**config.mk**
```make
export PLATFORM = sky130hd
export DESIGN_NAME = tr_manual_step_seq
export DESIGN_NICKNAME = d
export VERILOG_FILES = /design/src/rtl/tr_manual_step_seq.sv
export SDC_FILE = /design/constraint.sdc
export NUM_CORES = 1
export LEC_CHECK = 0
export BUFFER_PORTS_ARGS = -buffer_cell sky130_fd_sc_hd__buf_2
export CORE_MARGIN = 4
export CORE_UTILIZATION = 34
export DETAILED_ROUTE_END_ITERATION = 8
export GPL_TIMING_DRIVEN = 0
export SLEW_MARGIN = 20
export SYNTH_ARGS = -nofsm -noshare
export SYNTH_HDL_FRONTEND = slang
export SYNTH_SLANG_ARGS = --single-unit
export TNS_END_PERCENT = 10
```
**constraint.sdc**
```tcl
create_clock -name clk -period 3.4 [get_ports clk]
set_input_delay 0.17 -clock clk [delete_from_list [all_inputs] [get_ports clk]]
set_output_delay 0.17 -clock clk [all_outputs]
set_load 0.02 [all_outputs]
```
**src/rtl/tr_manual_step_seq.sv**
```systemverilog
// -----------------------------------------------------------------------------
// tr_manual_step_seq
//
// Manual-mode sequencer for the TR step/direction motor driver. It turns the
// single-cycle command strobes (stop, start, start_N) and the manual settings
// from the register block into a timed step pulse train.
//
// Run timeline, with the accepting strobe sampled at edge T0:
//   T0+1 .. T0+DIR_SETUP   : SETUP, direction driven, step low
//   then PW cycles         : HIGH, step high
//   then period_eff-PW     : LOW, step low; repeat HIGH/LOW
// In NUM mode the run ends after PULSE_NUMBER pulses, with a one-cycle done
// pulse in the first IDLE cycle. In CONT mode the run only ends on stop or rst.
//
// Ports:
//   clk           system clock (50 MHz)
//   rst           synchronous, active-high reset
//   stop          strobe: abort the current run (highest priority)
//   start         strobe: start a continuous run
//   start_N       strobe: start a run of PULSE_NUMBER pulses
//   dir_MANUAL    requested direction, latched on an accepted start
//   count_MANUAL  enables pulse_cnt increments
//   period_MANUAL step period in clk cycles, rise to rise
//   PULSE_NUMBER  pulse count for start_N
//   step          registered step pulse to the driver
//   dir           registered direction to the driver
//   busy          high while a run is in progress
//   done          one-cycle pulse: N-run completed or N=0 request rejected
//   err_param     sticky: last accepted request was clamped or invalid
//   pulse_cnt     step rising edges formed in the current run (saturating)
// -----------------------------------------------------------------------------
module tr_manual_step_seq #(
    parameter int unsigned WIDTH_C_P = 16,
    parameter int unsigned PW        = 50,
    parameter int unsigned DIR_SETUP = 25
) (
    input  logic                   clk,
    input  logic                   rst,
    input  logic                   stop,
    input  logic                   start,
    input  logic                   start_N,
    input  logic                   dir_MANUAL,
    input  logic                   count_MANUAL,
    input  logic [2*WIDTH_C_P-1:0] period_MANUAL,
    input  logic [2*WIDTH_C_P-1:0] PULSE_NUMBER,
    output logic                   step,
    output logic                   dir,
    output logic                   busy,
    output logic                   done,
    output logic                   err_param,
    output logic [2*WIDTH_C_P-1:0] pulse_cnt
);

    localparam int unsigned CW = 2 * WIDTH_C_P;

    // Shortest legal period: equal high and low time.
    localparam logic [CW-1:0] MinPeriod = CW'(2 * PW);
    // Timers count down to zero, so each phase loads its length minus one.
    localparam logic [CW-1:0] SetupLast = CW'(DIR_SETUP - 1);
    localparam logic [CW-1:0] HighLast  = CW'(PW - 1);
    localparam logic [CW-1:0] PwLen     = CW'(PW);
    localparam logic [CW-1:0] One       = CW'(1);

    typedef enum logic [1:0] {
        StIdle,
        StSetup,
        StHigh,
        StLow
    } state_e;

    state_e          state_q;
    logic            mode_num_q;
    logic [CW-1:0]   timer_q;
    logic [CW-1:0]   remaining_q;
    logic [CW-1:0]   period_eff_q;
    logic            step_q;
    logic            dir_q;
    logic            done_q;
    logic            err_q;
    logic [CW-1:0]   pulse_cnt_q;

    // Next-state helpers evaluated from the current inputs and registers.
    logic            period_short_d;
    logic [CW-1:0]   period_eff_d;
    logic [CW-1:0]   low_last_d;
    logic [CW-1:0]   pulse_cnt_d;

    always_comb begin
        period_short_d = (period_MANUAL < MinPeriod);
        period_eff_d   = period_short_d ? MinPeriod : period_MANUAL;
        // period_eff_q >= 2*PW, so the low phase is always at least PW long.
        low_last_d     = period_eff_q - PwLen - One;
        pulse_cnt_d    = pulse_cnt_q;
        if (count_MANUAL && (pulse_cnt_q != {CW{1'b1}})) begin
            pulse_cnt_d = pulse_cnt_q + One;
        end
    end

    always_ff @(posedge clk) begin
        if (rst) begin
            state_q      <= StIdle;
            mode_num_q   <= 1'b0;
            timer_q      <= '0;
            remaining_q  <= '0;
            period_eff_q <= '0;
            step_q       <= 1'b0;
            dir_q        <= 1'b0;
            done_q       <= 1'b0;
            err_q        <= 1'b0;
            pulse_cnt_q  <= '0;
        end else begin
            done_q <= 1'b0;
            if (stop) begin
                // Abort truncates a high pulse; pulse_cnt keeps its value.
                state_q <= StIdle;
                step_q  <= 1'b0;
            end else begin
                unique case (state_q)
                    StIdle: begin
                        if (start_N) begin
                            if (PULSE_NUMBER == '0) begin
                                // Rejected request: report it, stay idle.
                                done_q <= 1'b1;
                                err_q  <= 1'b1;
                            end else begin
                                state_q      <= StSetup;
                                mode_num_q   <= 1'b1;
                                remaining_q  <= PULSE_NUMBER;
                                dir_q        <= dir_MANUAL;
                                period_eff_q <= period_eff_d;
                                err_q        <= period_short_d;
                                pulse_cnt_q  <= '0;
                                timer_q      <= SetupLast;
                            end
                        end else if (start) begin
                            state_q      <= StSetup;
                            mode_num_q   <= 1'b0;
                            dir_q        <= dir_MANUAL;
                            period_eff_q <= period_eff_d;
                            err_q        <= period_short_d;
                            pulse_cnt_q  <= '0;
                            timer_q      <= SetupLast;
                        end
                    end

                    StSetup: begin
                        if (timer_q == '0) begin
                            // Counting at the rise makes pulse_cnt move with step.
                            state_q     <= StHigh;
                            step_q      <= 1'b1;
                            timer_q     <= HighLast;
                            pulse_cnt_q <= pulse_cnt_d;
                        end else begin
                            timer_q <= timer_q - One;
                        end
                    end

                    StHigh: begin
                        if (timer_q == '0) begin
                            state_q <= StLow;
                            step_q  <= 1'b0;
                            timer_q <= low_last_d;
                            if (mode_num_q) begin
                                remaining_q <= remaining_q - One;
                            end
                        end else begin
                            timer_q <= timer_q - One;
                        end
                    end

                    StLow: begin
                        if (timer_q == '0) begin
                            if (mode_num_q && (remaining_q == '0)) begin
                                state_q <= StIdle;
                                done_q  <= 1'b1;
                            end else begin
                                state_q     <= StHigh;
                                step_q      <= 1'b1;
                                timer_q     <= HighLast;
                                pulse_cnt_q <= pulse_cnt_d;
                            end
                        end else begin
                            timer_q <= timer_q - One;
                        end
                    end

                    default: begin
                        state_q <= StIdle;
                        step_q  <= 1'b0;
                    end
                endcase
            end
        end
    end

    assign step      = step_q;
    assign dir       = dir_q;
    assign busy      = (state_q != StIdle);
    assign done      = done_q;
    assign err_param = err_q;
    assign pulse_cnt = pulse_cnt_q;

endmodule
```
* After elaboration in Yosys (flattened, before gate mapping)
Index checks and enable logic that the tools add are counted.
** Operators by class
- Reductions and logical operators :: 19
- Bitwise gates (word level) :: 1
- Equality and inequality tests :: 15
- Add/subtract/negate cells :: 5
- Magnitude comparators :: 1
- Multiplexer cells :: 52
** Operators with widths (number)
- two-way mux 32 bit :: 22
- one-hot mux 32 bit (4 select lines) :: 1
- zero test 32 bit :: 3
- one-hot mux 32 bit (3 select lines) :: 1
- subtractor 32 x 1 -> 32 bit, second input constant :: 3
- one-hot mux 32 bit (2 select lines) :: 1
- adder 32 x 1 -> 32 bit, second input constant :: 1
- < comparator 32 x 7 -> 1 bit, second input constant :: 1
- inequality test 32 bit, second input constant :: 1
- subtractor 32 x 6 -> 32 bit, second input constant :: 1
- two-way mux 1 bit :: 17
- inequality test 2 bit, second input constant :: 8
- two-way mux 2 bit :: 7
- AND reduction 5 bit :: 2
- inequality test 3 bit, second input constant :: 3
- one-hot mux 2 bit (4 select lines) :: 1
- AND reduction 4 bit :: 2
- AND reduction 7 bit :: 1
- AND reduction 6 bit :: 1
- nonzero test 2 bit :: 3
- nonzero test 3 bit :: 2
- equality test 2 bit, second input constant :: 2
- one-hot mux 1 bit (3 select lines) :: 1
- AND reduction 3 bit :: 1
- 6 further kinds :: 7
** Word-level totals
- Flip-flop bits (word level) :: 135
- Bits of input ports :: 71
- Output and inout bits :: 37

* Longest topological paths before layout
- Depth in word-level cells :: 6
- Depth in mapped cells :: 11
- Mapped depth without buffers :: 9

* Least setup slack after synthesis
Ideal clock, no wire load.
- Kind :: reg2reg
- Start :: register timer_q[0]
- End :: register remaining_q[0]
- Cell stages (with the launch flop) :: 12
- Library setup time :: 0.088 ns
- Slack :: 0.708 ns
- Data required time :: 3.312 ns
- Arrival :: 2.604 ns
- Clock period less this slack :: 2.692 ns
- Cell sequence :: dfxtp_1 inv_1 ha_1 or4b_4 or3_1 buf_4 o41ai_4 o211ai_2 buf_2 nor2_1 nor2_1 a311oi_2
** Between the ends
- Word-level cells in the longest chain between the ends :: 3
** Ends and longest elaborated chain
- from (decl) :: RTL line 73 : logic [CW-1:0] timer_q;
- from (signal assigned) :: RTL line 133 : timer_q <= SetupLast;
- from (signal assigned) :: RTL line 142 : timer_q <= SetupLast;
- from (signal assigned) :: RTL line 151 : timer_q <= HighLast;
- zero test 32 bit :: RTL line 159 : if (timer_q == '0) begin
- inequality test 2 bit (no line)
- AND reduction 6 bit (no line)
- to (signal assigned) :: RTL line 164 : remaining_q <= remaining_q - One;
- to (decl) :: RTL line 74 : logic [CW-1:0] remaining_q;
Every way passes these cells.
A chain may end at the register's enable or synchronous reset.

* Final worst setup path
- Start :: register timer_q[0]
- End :: register timer_q[25]
** Between the ends
- Word-level cells in the longest chain between the ends :: 3
** Ends and longest elaborated chain
- subtractor 32 x 1 -> 32 bit / zero test 32 bit (equally long branches)
- two-way mux 32 bit, or another cell as far along :: RTL line 172 : if (timer_q == '0) begin
- one-hot mux 32 bit (4 select lines) / AND reduction 4 bit (equally long branches)
Parallel ways exist; a longest one is shown, timed or not.

==> metrics.md <==
| Metric | Value |
|---|---|
| Outcome | `complete, no violations` |
| Number of fill cells | `between 2000 and 2500` |
| Final setup viols | `0` |
| Synth Area in XOR/XNOR | `around 3.5%` |
| DR pass1 iterations | `6` |
| Syn avg cell area | `roughly 7.4 sq um` |
| Async S/R FF share, synth | `0%` |
| Worst EP arrival | `approximately 3500 ps` |
| Routed wl met2 | `between 10000 and 15000 microns` |
| WL final | `between 20000 and 30000 microns` |
| Synth Instances | `between 1000 and 1500` |
| Layout net count | `between 1000 and 1500` |
| First-pass GRT wire length | `roughly 44000 microns` |
| Row Count | `55` |
| Combinational power share | `a little over a fifth` |
| Hold slack | `a little under 10 ps` |
| Total gr overflow | `0` |
| Wire length on met3 | `around 2200 microns` |
| Sequential share of power | `a little under two fifths` |
| Switching Share | `around a third` |
| WL per Instance | `17.8 microns` |
| Largest area contributor in the netlist | `dfxtp_1` |
| Slowest-stage cell, CP | `or4b_4` |
| VDD IR max | `approximately 0.25 mV` |
| Die height | `161 microns` |
| Largest net degree at the start of global routing | `17` |
| Rel. slew slack | `between 40% and 50%` |
| Post-Syn Area | `about 8000 sq um` |
| GP Congestion | `between 0.9 and 1` |
| Setup crit end kind | `flop` |
| Mux cell area share after synthesis | `less than 1%` |
| CP Cell Sequence | `inv_1 -> ha_1 -> or4b_4 -> or3_1 -> buf_4 -> nor4_4 -> a31oi_2 -> clkbuf_2 -> o21ai_0 -> nand2_1 -> a21oi_1` |
| Sequential fraction of the synthesis area | `about a third` |
| Worst clock skew | `15.5 ps` |
| DRC viols | `0` |
| Count leader, synth | `a21oi_1` |
| CTS root buffer | `clkbuf_16` |
| Max layer used | `met4` |
| Die span in x | `~160 microns` |
| Area grow syn2layout | `22.1%` |
| Ports | `between 100 and 150` |
| Syn_nets | `1157` |
| Net switching power | `1490 uW` |
| Worst slew pin tran | `~870 ps` |
| Worst Path Buf+Inv | `3` |
| Routed vias/inst | `5.71` |
| DRT iter0 DRCs | `819` |
| CTS tree | `yes` |
| Max-Cap Viols | `0` |
| Unrepaired setup endpoints after global routing | `false` |
| Simple-Gate Fraction of Synth Area | `roughly a third` |
| Most frequent cells after synthesis | `a21oi_1 (148), nand2_1 (136), dfxtp_1 (135)` |
| Number of global-route vias before repair | `roughly 8000` |
| Port Buffers | `107` |
| Final Hold Fails | `0` |
| Leak Pwr | `~0.0036 uW` |
| Core ar. | `~23000 sq um` |
| Slowest stage delay, CP | `530 ps` |
| Slew Limit Fails | `0` |
| GRT Overall Usage | `between 20% and 30%` |
| CTS H-tree depth | `4` |
| Initial core utilization | `approximately a third` |
| Fin cells | `roughly 1500` |
| Initial antenna violation count | `0` |
| Vias | `between 8000 and 9000` |
| Worst-path clk slew | `60 ps` |
| Hpwl dp | `about 21000 microns` |
| Complex-gate fraction of the synthesized area | `roughly 24%` |
| Share of the synthesized area in the top cell type | `roughly a third` |
| Top FF cell, synth | `dfxtp_1` |
| Fmax | `0.315 GHz` |
| Adder-cell share of the synthesized area | `1.57%` |
| Power Dens Cells | `469 nW/um^2` |
| Largest family of logic cells by synthesized area | `simple AND/OR/NAND/NOR gates` |
| Diodes inserted | `0` |
| Synth cell types | `71` |
| Worst min-delay path class | `in2reg` |
| Yosys reg bits | `135` |
| Share of post-route cells with drive strength above 1 | `approximately 15%` |
| Synth area leaders | `dfxtp_1 (34%), a21oi_1 (9.3%), nand2_1 (6.4%), o21ai_0 (4.4%), nor2_1 (3.9%)` |
| Critical path required time | `roughly 3700 ps` |
| YS warnings | `0` |
| Clock period minus final worst setup slack | `between 3000 and 4000 ps` |
| Placed insts | `roughly 1500` |
| Post-synth EDFFs | `0` |
| Int Pwr | `roughly 3100 uW` |
| Setup TNS | `0 ps` |
| Antenna viol nets, final | `0` |
| TritonCTS Buffers | `17` |
| Clock buffer depth | `2` |
| Metal-1 WL | `12600 microns` |
| Worst-path maximum fanout | `10` |
| Die area | `26000 sq um` |
| Clk network pwr share | `41.2%` |
| # clock sinks | `approximately 140` |
| Worst Path Class, Setup | `reg2reg` |
| Startpoint types | `flop` |
| CP delay by family, top | `simple AND/OR/NAND/NOR gates` |
| Tcrit/Tclk final | `93.5%` |
| Worst skew pair latency | `~430 ps` |
==> timing repair <==
item                                    CTS  global route
endpoints found under the setup margin    0            22
buffers inserted                          0             0
endpoints found under the hold margin    20             1
hold buffers                             20             1
resized for setup                         0             7
==> per-layer routing <==
layer	vias to the layer above	track usage (%)
met4	0	6.59
met3	47	4.52
met2	379	31.7
li1	4281	-
met5	-	0
met1	4140	28.9
==> power groups by stage <==
| stage | logic (uW) | clock network (uW) | registers (uW) |
|---|---|---|---|
| 5_1_grt | 1070 | 1980 | 1730 |
| 3_3_place_gp | 922 | 0 | 1750 |
| 2_1_floorplan | 636 | 0 | 1730 |
| 6_report | 967 | 1880 | 1720 |
| 4_1_cts | 947 | 1900 | 1720 |
| 3_5_place_dp | 924 | 0 | 1750 |
==> sequential cells by signal, summed over array words and instances (netlist names) <==
name,flops
dir,1
period_eff_q,32
timer_q,32
mode_num_q,1
pulse_cnt,32
remaining_q,32
step,1
done,1
state_q,2
err_param,1
==> final timing paths <==
check | to | depth (start not counted) | start | slack [ps]
setup / recovery | timer_q[25] | 11 | timer_q[0] | 220
setup reg to reg | timer_q[25] | 11 | timer_q[0] | 220
hold reg to reg | dir | 2 | dir | 470
hold / removal | period_eff_q[28] | 3 | period_MANUAL[28] | 10
==> metrics by stage <==
stage	setup slack, ps	area (sq um)	utilization, %	power [uW]
6_report	223	9750	42.7	4570
5_1_grt	35.5	9750	42.7	4770
4_1_cts	75.5	9710	42.5	4570
3_5_place_dp	98.5	8910	39.0	2680
3_3_place_gp	65.8	8910	39.0	2670
2_1_floorplan	708	7990	-	2370
==> placed cells by master, fill, tap and decap left out, types with 4 or more instances in the layout <==
cell type      count
a22oi_1            8
a21oi_1          148
buf_2            117
clkbuf_1          43
nor3_1            51
dlygate4sd3_1     21
buf_4              4
and3_1             9
nor4_1            37
nor2_1            84
or3_1             36
dfxtp_1          135
or2_2              5
xnor2_1           13
clkinv_4           4
o22ai_1            8
clkbuf_16         17
inv_6              5
ha_1              10
xor2_1            19
nand4_1           14
a31oi_1            6
nand2b_1          10
nor2b_1            7
nor3b_1            5
or4_1             22
o31ai_1           20
and2_1             9
inv_1             22
a32oi_1            4
nand2_1          136
a211oi_1          11
nand3b_1           9
nand3_1           33
and4_1             7
o32ai_1            8
o21ai_0           71
a21o_1             7
==> cell type report <==
| cell class | count | area [sq um] | share of cell area (%) |
|---|---|---|---|
| Inverter | 22 | 82.6 | 0.847 |
| Tap cell | 313 | 392 | 4.02 |
| Clock buffer | 17 | 425 | 4.36 |
| Sequential cell | 135 | 2700 | 27.7 |
| Timing Repair Buffer | 128 | 746 | 7.65 |
| Multi-Input combinational cell | 860 | 4980 | 51.1 |
| Clock inverter | 15 | 166 | 1.71 |
| Buffer | 59 | 258 | 2.64 |
==> cells by family after synthesis <==
logic type | Yosys count
simple gates | 491
compound gates | 323
flops | 135
buf+inv | 81
xor+xnor | 32
fa+ha+maj | 10
mux | 4
==> tightest hold or removal path: stages <==
cell and delay, ps:
buf_2 110, nand2_1 60, a21oi_1 50
Power figures use the tool's default switching activity.
